$ cat config.mk
export PLATFORM = sky130hd
export DESIGN_NAME = fetch_sequencer
export DESIGN_NICKNAME = d
export VERILOG_FILES = /design/src/rtl/fetch_sequencer.sv
export SDC_FILE = /design/constraint.sdc
export NUM_CORES = 1
export LEC_CHECK = 0
export CAP_MARGIN = 20
export CORE_ASPECT_RATIO = 0.6
export CORE_MARGIN = 2
export CORE_UTILIZATION = 45
export DETAILED_ROUTE_END_ITERATION = 10
export GPL_ROUTABILITY_DRIVEN = 0
export PLACE_DENSITY_LB_ADDON = 0.1
export SLEW_MARGIN = 40
export SYNTH_ARGS = -nofsm -noshare
export SYNTH_HDL_FRONTEND = slang
export SYNTH_SLANG_ARGS = --single-unit
$ cat constraint.sdc
create_clock -name clk -period 3 [get_ports clk]
set_input_delay 0.3 -clock clk [delete_from_list [all_inputs] [get_ports clk]]
set_output_delay 0.3 -clock clk [all_outputs]
set_load 0.005 [all_outputs]
$ cat src/rtl/fetch_sequencer.sv
// Multicycle instruction fetch controller: requests words from instruction memory,
// strobes the instruction register, and halts with a sticky fault code on errors.
module fetch_sequencer #(
    parameter int unsigned                PC_WIDTH = 64,
    parameter logic [PC_WIDTH-1:0]        RESET_PC = '0,
    parameter int unsigned                TIMEOUT  = 255
) (
    input  logic                clk,
    input  logic                reset_n,
    input  logic                start,
    output logic                imem_req,
    output logic [PC_WIDTH-1:0] imem_addr,
    input  logic                imem_ack,
    input  logic                imem_err,
    output logic                load_ir,
    output logic                instr_valid,
    input  logic                exec_done,
    input  logic                redirect,
    input  logic [PC_WIDTH-1:0] redirect_pc,
    output logic [PC_WIDTH-1:0] pc,
    output logic                busy,
    output logic                fault,
    output logic [1:0]          fault_code
);

    // Counter only has to reach TIMEOUT-1, the last cycle in which an ack is accepted.
    localparam int unsigned    CW   = (TIMEOUT > 2) ? $clog2(TIMEOUT) : 1;
    localparam logic [CW-1:0]  LAST = CW'(TIMEOUT - 1);

    typedef enum logic [1:0] {
        S_IDLE,
        S_REQ,
        S_EXEC,
        S_HALT
    } state_t;

    state_t              r_state;
    logic [PC_WIDTH-1:0] r_fetch_pc;
    logic [PC_WIDTH-1:0] r_pc;
    logic [CW-1:0]       r_cnt;
    logic [1:0]          r_code;
    logic [PC_WIDTH-1:0] w_target;

    assign w_target = redirect ? redirect_pc : r_pc + PC_WIDTH'(4);

    always_ff @(posedge clk or negedge reset_n) begin
        if (!reset_n) begin
            r_state    <= S_IDLE;
            r_fetch_pc <= RESET_PC;
            r_pc       <= '0;
            r_cnt      <= '0;
            r_code     <= 2'b00;
        end else begin
            case (r_state)
                S_IDLE: begin
                    if (start) begin
                        r_state <= S_REQ;
                        r_cnt   <= '0;
                    end
                end
                S_REQ: begin
                    if (imem_err) begin
                        r_state <= S_HALT;
                        r_code  <= 2'b01;
                    end else if (imem_ack) begin
                        r_pc    <= r_fetch_pc;
                        r_state <= S_EXEC;
                    end else if ((TIMEOUT != 0) && (r_cnt == LAST)) begin
                        r_state <= S_HALT;
                        r_code  <= 2'b10;
                    end else begin
                        r_cnt <= r_cnt + 1'b1;
                    end
                end
                S_EXEC: begin
                    if (exec_done) begin
                        if (w_target[1:0] != 2'b00) begin
                            r_state <= S_HALT;
                            r_code  <= 2'b11;
                        end else begin
                            r_fetch_pc <= w_target;
                            r_cnt      <= '0;
                            r_state    <= S_REQ;
                        end
                    end
                end
                default: begin
                    r_state <= S_HALT;
                end
            endcase
        end
    end

    // Outputs decode the state register directly so reset clears them immediately.
    assign imem_req    = (r_state == S_REQ);
    assign imem_addr   = imem_req ? r_fetch_pc : '0;
    assign load_ir     = imem_req && imem_ack && !imem_err;
    assign instr_valid = (r_state == S_EXEC);
    assign busy        = (r_state == S_REQ) || (r_state == S_EXEC);
    assign fault       = (r_state == S_HALT);
    assign fault_code  = r_code;
    assign pc          = r_pc;

endmodule

==> results of run 1 <==
## worst paths after layout
path / startpoint / end / slack [ps]
max: r_state[1] / imem_addr[34] / 350
min: reset_n / pc[0] / 430
max reg2reg: pc[28] / r_fetch_pc[58] / 530
min reg2reg: r_fetch_pc[56] / pc[56] / 480
max in group asynchronous: reset_n / r_fetch_pc[15] / 1760
min in group clk: redirect / r_fetch_pc[25] / 450
## routing by layer
layer  vias up  routed length, um  global-route usage [%]
met5         -                  0                       0
met4         0                159                    5.95
met3        15               2320                    5.43
met2       344              10500                    38.1
met1      3679              13400                    47.5
li1       3587                  -                       -
## stage by stage
stage	hold slack (ps)	total power (uW)	cell area (sq um)
final	433	4180	10800
after floorplan	4.41	1950	7890
after detailed placement	320	2110	10200
after global placement	313	2110	10200
after CTS	436	4210	10800
after global routing	468	4320	10800
## power by group through the flow
stage | registers, uW | clock network [uW] | logic, uW
2_1_floorplan | 1920 | 0 | 30.6
3_3_place_gp | 1920 | 0 | 186
3_5_place_dp | 1920 | 0 | 185
4_1_cts | 1890 | 2140 | 187
5_1_grt | 1890 | 2230 | 202
6_report | 1890 | 2110 | 185
## layout by cell type, fill, tap and decap left out, types with 3 or more instances in the layout
cell type | synthesis | routed
clkbuf_16 | 0 | 17
o21ai_0 | 52 | 52
nand3_2 | 2 | 3
mux2i_1 | 8 | 8
dfrtp_1 | 140 | 140
nor3_1 | 17 | 17
nor4_1 | 12 | 12
a22o_1 | 4 | 4
o211ai_1 | 4 | 4
and2_1 | 69 | 69
buf_12 | 0 | 3
mux2_2 | 3 | 3
nor2_1 | 62 | 61
and3_1 | 18 | 18
buf_4 | 0 | 15
nand3_1 | 22 | 21
nand2_1 | 251 | 250
nand4_1 | 29 | 29
xor2_1 | 29 | 29
xnor2_1 | 29 | 29
o22ai_1 | 26 | 26
ha_1 | 7 | 6
and4_2 | 3 | 3
clkinvlp_4 | 0 | 5
inv_6 | 0 | 4
and4_1 | 5 | 5
clkdlybuf4s50_1 | 0 | 203
inv_1 | 10 | 10
a21oi_1 | 47 | 47
## area by class of cell
class | count | area, sq um | share of cell area, %
Timing Repair Buffer | 224 | 2230 | 20.7
Tap cell | 234 | 293 | 2.72
Antenna cell | 1 | 2.50 | 0.0233
Sequential cell | 140 | 3500 | 32.6
Inverter | 12 | 45.0 | 0.419
Clock buffer | 19 | 443 | 4.12
Multi-Input combinational cell | 736 | 4100 | 38.1
Clock inverter | 12 | 138 | 1.28
## flip-flops by register name, indices dropped and copies added (netlist names)
name        flops
pc             64
r_fetch_pc     64
r_cnt           8
fault_code      2
r_state         2
## worst register-to-register path, delay by kind of cell (launching register included)
family                    cells  cell delay (ps)
DFF                           1              460
xor gates and xnor gates      1              140
AOI/OAI and AO/OA             1               90
and+or+nand+nor               4             1650
## cells by family after synthesis
logic type | count (synthesis) | share of synthesized area (%)
xor+xnor | 58 | 6.44
compound gates | 145 | 10.4
flops | 140 | 44.4
buf+inv | 66 | 3.84
mux | 11 | 1.44
simple gates | 515 | 32.4
fa+ha+maj | 7 | 1.11
==> run_results.csv, run 1 <==
group,metric,value,unit
cts,cts.clk_slew.worst_paths,70,ps
logic_synthesis,netlist.area_leader.share,44.4,%
critical_path,crit_buf_inv,3,
power,leakagePower,0.00471,uW
floorplanning,ios,206,
logic_synthesis,synth_edf_count,0,
critical_path,crit_path_start_kind,"flip-flop",
floorplanning,core,0.0172,sq mm
finish,nNetsFinal,1209,
drt,wl_per_cell,19.2,um
sta,finalSetupViolCount,0,
critical_path,critPathMaxStageDelay,510,ps
critical_path,end_kind,"output port",
drt,antenna_left,0,
hold_path,min_path_type,"in -> async",
finish,fin_util,62.6,%
power,powerDensity,389,mW/mm^2
logic_synthesis,ys_seq_area_share,44.4,%
logic_synthesis,netlist_instances,942,
sta,hold_violations,0,
global_routing,grt_remaining_overflow,0,
sta,tns,0,ps
cts,cts_sinks,140,
power,combPwrFrac,4.4,%
logic_synthesis,synth.most_common_cell,"nand2_1",
floorplanning,initial_core_util,46.0,%
global_routing,grt.total_usage,28.8,%
place,place_ws,464,ps
finish,stdcell_count,1378,
logic_synthesis,yosysTopAreaCell,"dfrtp_1",
logic_synthesis,yosysUniqueCellTypes,59,
logic_synthesis,syn_area_per_cell,8.38,sq um
drt,route.detailed.drc,0,
drt,wl,26400,um
sta,fin_ws,347,ps
power,p_int,3230,uW
sta,fmax,0.377,GHz
sta,fin_worst_skew,13.4,ps
cts,cts_setup_buffers,0,
logic_synthesis,async_flop_share,100,%
global_routing,grt_pass1_wl,41300,um
critical_path,r2r_cells,6,
sta,slew_violations,0,
logic_synthesis,ys.flop_type,"dfrtp_1",
floorplanning,core.rowCount,37,
power,switchingPower,948,uW
cts,cts-hold-fix-buffers,1,
power,clock_power_share,50.4,%
cts,htree_levels,4,
global_routing,antenna_found_initial,1,
finish,fillers,1478,
critical_path,cp_slowest_cell,"clkdlybuf4s50_1",
critical_path,arrival,2350,ps
critical_path,critPathTopFamily,"buffers and inverters",
floorplanning,dieArea,0.0186,sq mm
logic_synthesis,yosys-top-cells-count,"251 x nand2_1, 140 x dfrtp_1, 69 x and2_1, 62 x nor2_1, 52 x o21ai_0",
critical_path,path_max_fanout,39,
critical_path,cp_cell_sequence,"inv_1 > ha_2 > buf_4 > and2_1 > clkdlybuf4s50_1",
place,hpwlAfterDp,18400,um
run_status,status,"finished clean",
logic_synthesis,synthesis.nets,1020,
logic_synthesis,synth_seq_cells,140,
critical_path,worstPathRequired,2700,ps
floorplanning,die_x,175,um
cts,cts_tree,"done",
global_routing,grt_max_degree,69,
cts,clk-insertion-delay-late,420,ps
sta,period_share,88.4,%
logic_synthesis,synthTopCellsByArea,"dfrtp_1 44%, nand2_1 12%, and2_1 5.5%",
critical_path,crit_type,"reg -> out",
finish,syn_to_final_growth,36.3,%
place,placed_cells,1345,
drt,drt_iter0_drc,659,
flow_run,maxCapViolations,0,
finish,drive_gt1_share,7.26,%
drt,vias,7625,
drt,drtPass1Iterations,5,
logic_synthesis,syn_area,0.00789,sq mm
critical_path,worst-path-stages,5,
sta,grt_setup_unrepaired,"no",
power,ir_worst_vdd,0.000373,V
logic_synthesis,synth_warnings,0,
drt,via_per_inst,5.53,
floorplanning,die_h,107,um
cts,clock-root-buffer,"clkbuf_16",
power,seq_power_share,45.1,%
global_routing,grt_pass1_vias,6948,
sta,slew_headroom,49.1,%
place,port_buffers,205,
sta,worst_pin_slew,757,ps
power,sw_frac_of_total,22.7,%
sta,min_period,2650,ps
cts,cts_made_buffers,17,
cts,max-clock-path-buffers,2,
cts,cts_resized,0,
(Power assumes the default switching activity.)
==> run 2: changes to the inputs <==
- CORE_MARGIN: 2 -> 4
- SLEW_MARGIN: 40 -> not set
==> run_results.csv, run 2 (same netlist as run 1, synthesis figures left out) <==
group,metric,value,unit
global_routing,grt_pass1_vias,7106,
sta,fin_hold_ws,389,ps
flow_run,maxCapViolations,0,
finish,syn_to_final_growth,37.3,%
critical_path,crit_path_start_kind,"flip-flop",
floorplanning,die_x,179,um
place,port_buffers,205,
finish,fillers,1442,
floorplanning,ios,206,
sta,grt_setup_unrepaired,"no",
cts,cts.clk_slew.worst_paths,60,ps
drt,met3_length,3110,um
sta,period_share,83.8,%
cts,htree_levels,4,
drt,m1WireLength,13200,um
sta,fmax,0.398,GHz
finish,nNetsFinal,1211,
critical_path,arrival,2210,ps
critical_path,worstPathRequired,2700,ps
global_routing,antenna_found_initial,1,
sta,worst_pin_slew,838,ps
floorplanning,initial_core_util,46.0,%
finish,layout_common_cells,"250 x nand2_1, 203 x clkdlybuf4s50_1, 140 x dfrtp_1",
sta,finalSetupViolCount,0,
floorplanning,core,0.0172,sq mm
power,leakagePower,0.00475,uW
floorplanning,dieArea,0.0198,sq mm
drt,wl,26700,um
sta,slew_violations,0,
cts,cts_tree,"done",
sta,slew_headroom,44.0,%
cts,cts_sinks,140,
drt,wl_per_cell,19.3,um
drt,route.detailed.drc,0,
drt,antenna_left,0,
critical_path,crit_type,"reg -> out",
finish,antenna_cells,0,
finish,drive_gt1_share,7.42,%
finish,mostFrequentLayoutCell,"nand2_1",
global_routing,grt.total_usage,26.6,%
cts,cts_made_buffers,17,
global_routing,grt_remaining_overflow,0,
cts,clock-root-buffer,"clkbuf_16",
drt,via_per_inst,5.53,
run_status,status,"finished clean",
finish,multiInputGateArea,0.00410,sq mm
cts,cts_setup_buffers,0,
sta,min_period,2510,ps
drt,dr_wl_met2,10200,um
power,ir_worst_vdd,0.000401,V
critical_path,worst-r2r-setup-slack,560,ps
drt,drt_iter0_drc,723,
drt,vias,7628,
place,hpwlAfterDp,18700,um
critical_path,r2r_cells,6,
hold_path,min_path_type,"in -> reg",
sta,tns,0,ps
global_routing,grt_max_degree,69,
drt,drtPass1Iterations,5,
drt,routed.top_layer,"met5",
sta,hold_violations,0,
sta,fin_worst_skew,16.1,ps
power,powerDensity,408,mW/mm^2
critical_path,path_max_fanout,38,
floorplanning,die_h,111,um
cts,clk-insertion-delay-late,420,ps
cts,max-clock-path-buffers,2,
critical_path,end_kind,"output port",
hold_path,holdPathStages,3,
place,place_area,0.0102,sq mm
finish,design_area,0.0108,sq mm
global_routing,grt_pass1_wl,41500,um
finish,regArea,0.00350,sq mm
floorplanning,core.rowCount,37,
## run 2: final timing paths
check | start | to
setup / recovery | r_state[1] | imem_addr[18]
hold / removal | redirect | r_fetch_pc[25]
setup reg to reg | pc[43] | r_fetch_pc[63]
hold reg to reg | r_fetch_pc[8] | pc[8]
max in group asynchronous | reset_n | pc[17]
min in group asynchronous | reset_n | pc[0]
## run 2: layer usage
metal | vias to the layer above | global-route usage (%)
met4 | 2 | 4.70
met3 | 21 | 9.68
met2 | 411 | 33.0
li1 | 3585 | -
met5 | - | 0
met1 | 3609 | 43.6
## run 2: power by group
part           switching, uW  internal (uW)  leakage (uW)  total (uW)
sequential                 0           1890       0.00192        1890
clock                    859           1490      0.000305        2350
combinational           89.3           94.0       0.00253         183
## run 2: critical path, cell delays in order (launching register included)
cell,delay (ps)
dfrtp_1,420
inv_1,120
ha_2,210
buf_4,310
and2_1,200
clkdlybuf4s50_1,510
## run 2: layout make-up
class / count / area share, %
sequential: 140 / 32.3
clock inverter: 13 / 1.96
timing repair buffer: 226 / 20.7
tap: 234 / 2.70
clock buffer: 19 / 3.99
inverter: 12 / 0.416
multi-input combinational: 736 / 37.9
## run 2: repair_timing
item                                   in CTS  in global routing
gates resized for setup                     0                  0
hold buffers                                1                  0
endpoints found under the hold margin      63                  0
## run 2: metrics by stage
step | total power [uW] | instances | setup slack, ps | utilization [%]
floorplan | 1950 | 942 | 826 | -
global placement | 2110 | 1347 | 575 | 59.3
detailed placement | 2110 | 1347 | 568 | 59.3
CTS | 4450 | 1380 | 479 | 63.1
global route | 4550 | 1380 | 380 | 63.1
finish | 4420 | 1380 | 486 | 63.1
==> run 3: changes to the inputs <==
- clock period: 3 -> 2.2 ns (I/O delays scaled with it)
==> run_results.csv, run 3 (same netlist as run 1, synthesis figures left out) <==
group,metric,value,unit
run_status,status,"finished clean",
sta,hold_violations,0,
global_routing,grt_remaining_overflow,0,
drt,drtPass1Iterations,5,
floorplanning,core.rowCount,37,
sta,fin_worst_skew,14.5,ps
finish,fillers,1449,
sta,finalSetupViolCount,0,
place,place_ws,70.8,ps
power,ir_worst_vdd,0.000491,V
floorplanning,initial_core_util,46.0,%
sta,fmax,0.456,GHz
hold_path,min_path_type,"in -> async",
sta,period_share,99.7,%
global_routing,grt.total_usage,28.4,%
cts,clock-root-buffer,"clkbuf_16",
place,port_buffers,205,
power,leakagePower,0.00564,uW
global_routing,antenna_found_initial,0,
sta,min_period,2190,ps
critical_path,worstPathRequired,1980,ps
finish,drive_gt1_share,15.3,%
finish,layout_common_cells,"250 x nand2_1, 163 x clkdlybuf4s50_1, 136 x dfrtp_1",
flow_run,maxCapViolations,0,
drt,antenna_left,0,
power,seq_power_share,44.4,%
sta,worst_pin_slew,742,ps
cts,clk-insertion-delay-late,420,ps
finish,mostFrequentLayoutCell,"nand2_1",
floorplanning,ios,206,
sta,fin_ws,5.74,ps
cts,cts.clk_slew.worst_paths,60,ps
critical_path,end_kind,"output port",
drt,drt_iter0_drc,794,
drt,vias,7981,
drt,via_per_inst,5.49,
cts,cts_tree,"done",
finish,nNetsFinal,1286,
critical_path,crit_path_start_kind,"flip-flop",
sta,tns,0,ps
drt,wl,28300,um
floorplanning,die_x,179,um
global_routing,grt_pass1_wl,43900,um
finish,multiInputGateArea,0.00421,sq mm
floorplanning,die_h,111,um
power,sw_frac_of_total,22.5,%
sta,slew_headroom,50.5,%
drt,route.detailed.drc,0,
critical_path,path_max_fanout,37,
power,p_int,4500,uW
finish,regArea,0.00351,sq mm
power,switchingPower,1310,uW
drt,wl_per_cell,19.5,um
critical_path,arrival,1970,ps
global_routing,grt_max_degree,77,
power,powerDensity,500,mW/mm^2
sta,grt_setup_unrepaired,"yes",
floorplanning,dieArea,0.0198,sq mm
global_routing,grt_pass1_vias,7631,
cts,max-clock-path-buffers,2,
power,clock_power_share,51.2,%
cts,cts_made_buffers,17,
sta,slew_violations,0,
power,combPwrFrac,4.5,%
cts,htree_levels,4,
critical_path,crit_type,"reg -> out",
finish,syn_to_final_growth,47.0,%
floorplanning,core,0.0172,sq mm
critical_path,worst-r2r-setup-slack,30,ps
cts,cts_sinks,140,
place,hpwlAfterDp,19300,um
-- run 3: worst paths after layout --
check / end / from / cells after the start
min reg2reg: pc[1] / r_fetch_pc[1] / 2
max: imem_addr[59] / r_state[1] / 5
min: r_cnt[2] / reset_n / 2
min in group clk: r_fetch_pc[25] / redirect / 4
max in group asynchronous: pc[44] / reset_n / 3
max reg2reg: r_fetch_pc[53] / pc[2] / 8
-- run 3: per-stage QoR --
stage	cell area, sq um	utilization (%)	hold slack (ps)	instances	total power (uW)
global placement	10700	62.2	235	1408	2880
floorplan	7890	-	-75.6	942	2660
detailed placement	10700	62.2	233	1408	2880
global route	11600	67.5	385	1454	5950
CTS	11400	66.4	366	1449	5840
finish	11600	67.5	346	1455	5800
-- run 3: area by class of cell --
cell class / count / share of cell area [%]
clock buffers: 18 / 3.70
multi-input cells: 736 / 36.3
inverters: 12 / 0.410
clock inverters: 13 / 1.43
diodes: 1 / 0.0216
flip-flops and latches: 140 / 30.2
repair buffers: 301 / 25.3
well taps: 234 / 2.52
-- run 3: power by group through the flow --
stage | Combinational, uW | Sequential [uW] | Clock, uW
floorplan | 41.7 | 2620 | 0
global placement | 258 | 2620 | 0
detailed placement | 258 | 2620 | 0
CTS | 261 | 2570 | 3000
global route | 282 | 2570 | 3100
finish | 259 | 2570 | 2970
-- run 3: critical path, cell delays in order, from the launching register on --
cell and delay (ps):
dfrtp_1 380, inv_2 90, ha_4 210, buf_16 220, and2_1 150, clkdlybuf4s50_1 500
-- run 3: timing repair --
action,CTS,global route
pin swaps,0,12
endpoints found under the setup margin,66,65
hold buffers,1,0
buffers inserted,7,5
gates resized for setup,31,48
cloned,2,0
endpoints found under the hold margin,53,0
-- run 3: routing by layer --
layer / global-route usage, % / vias up / share of wire (%)
met5: 0 / - / 0
met3: 8.21 / 27 / 11
met2: 37.0 / 425 / 40
met1: 45.7 / 3786 / 48
li1: - / 3743 / -
met4: 6.49 / 0 / 1.2
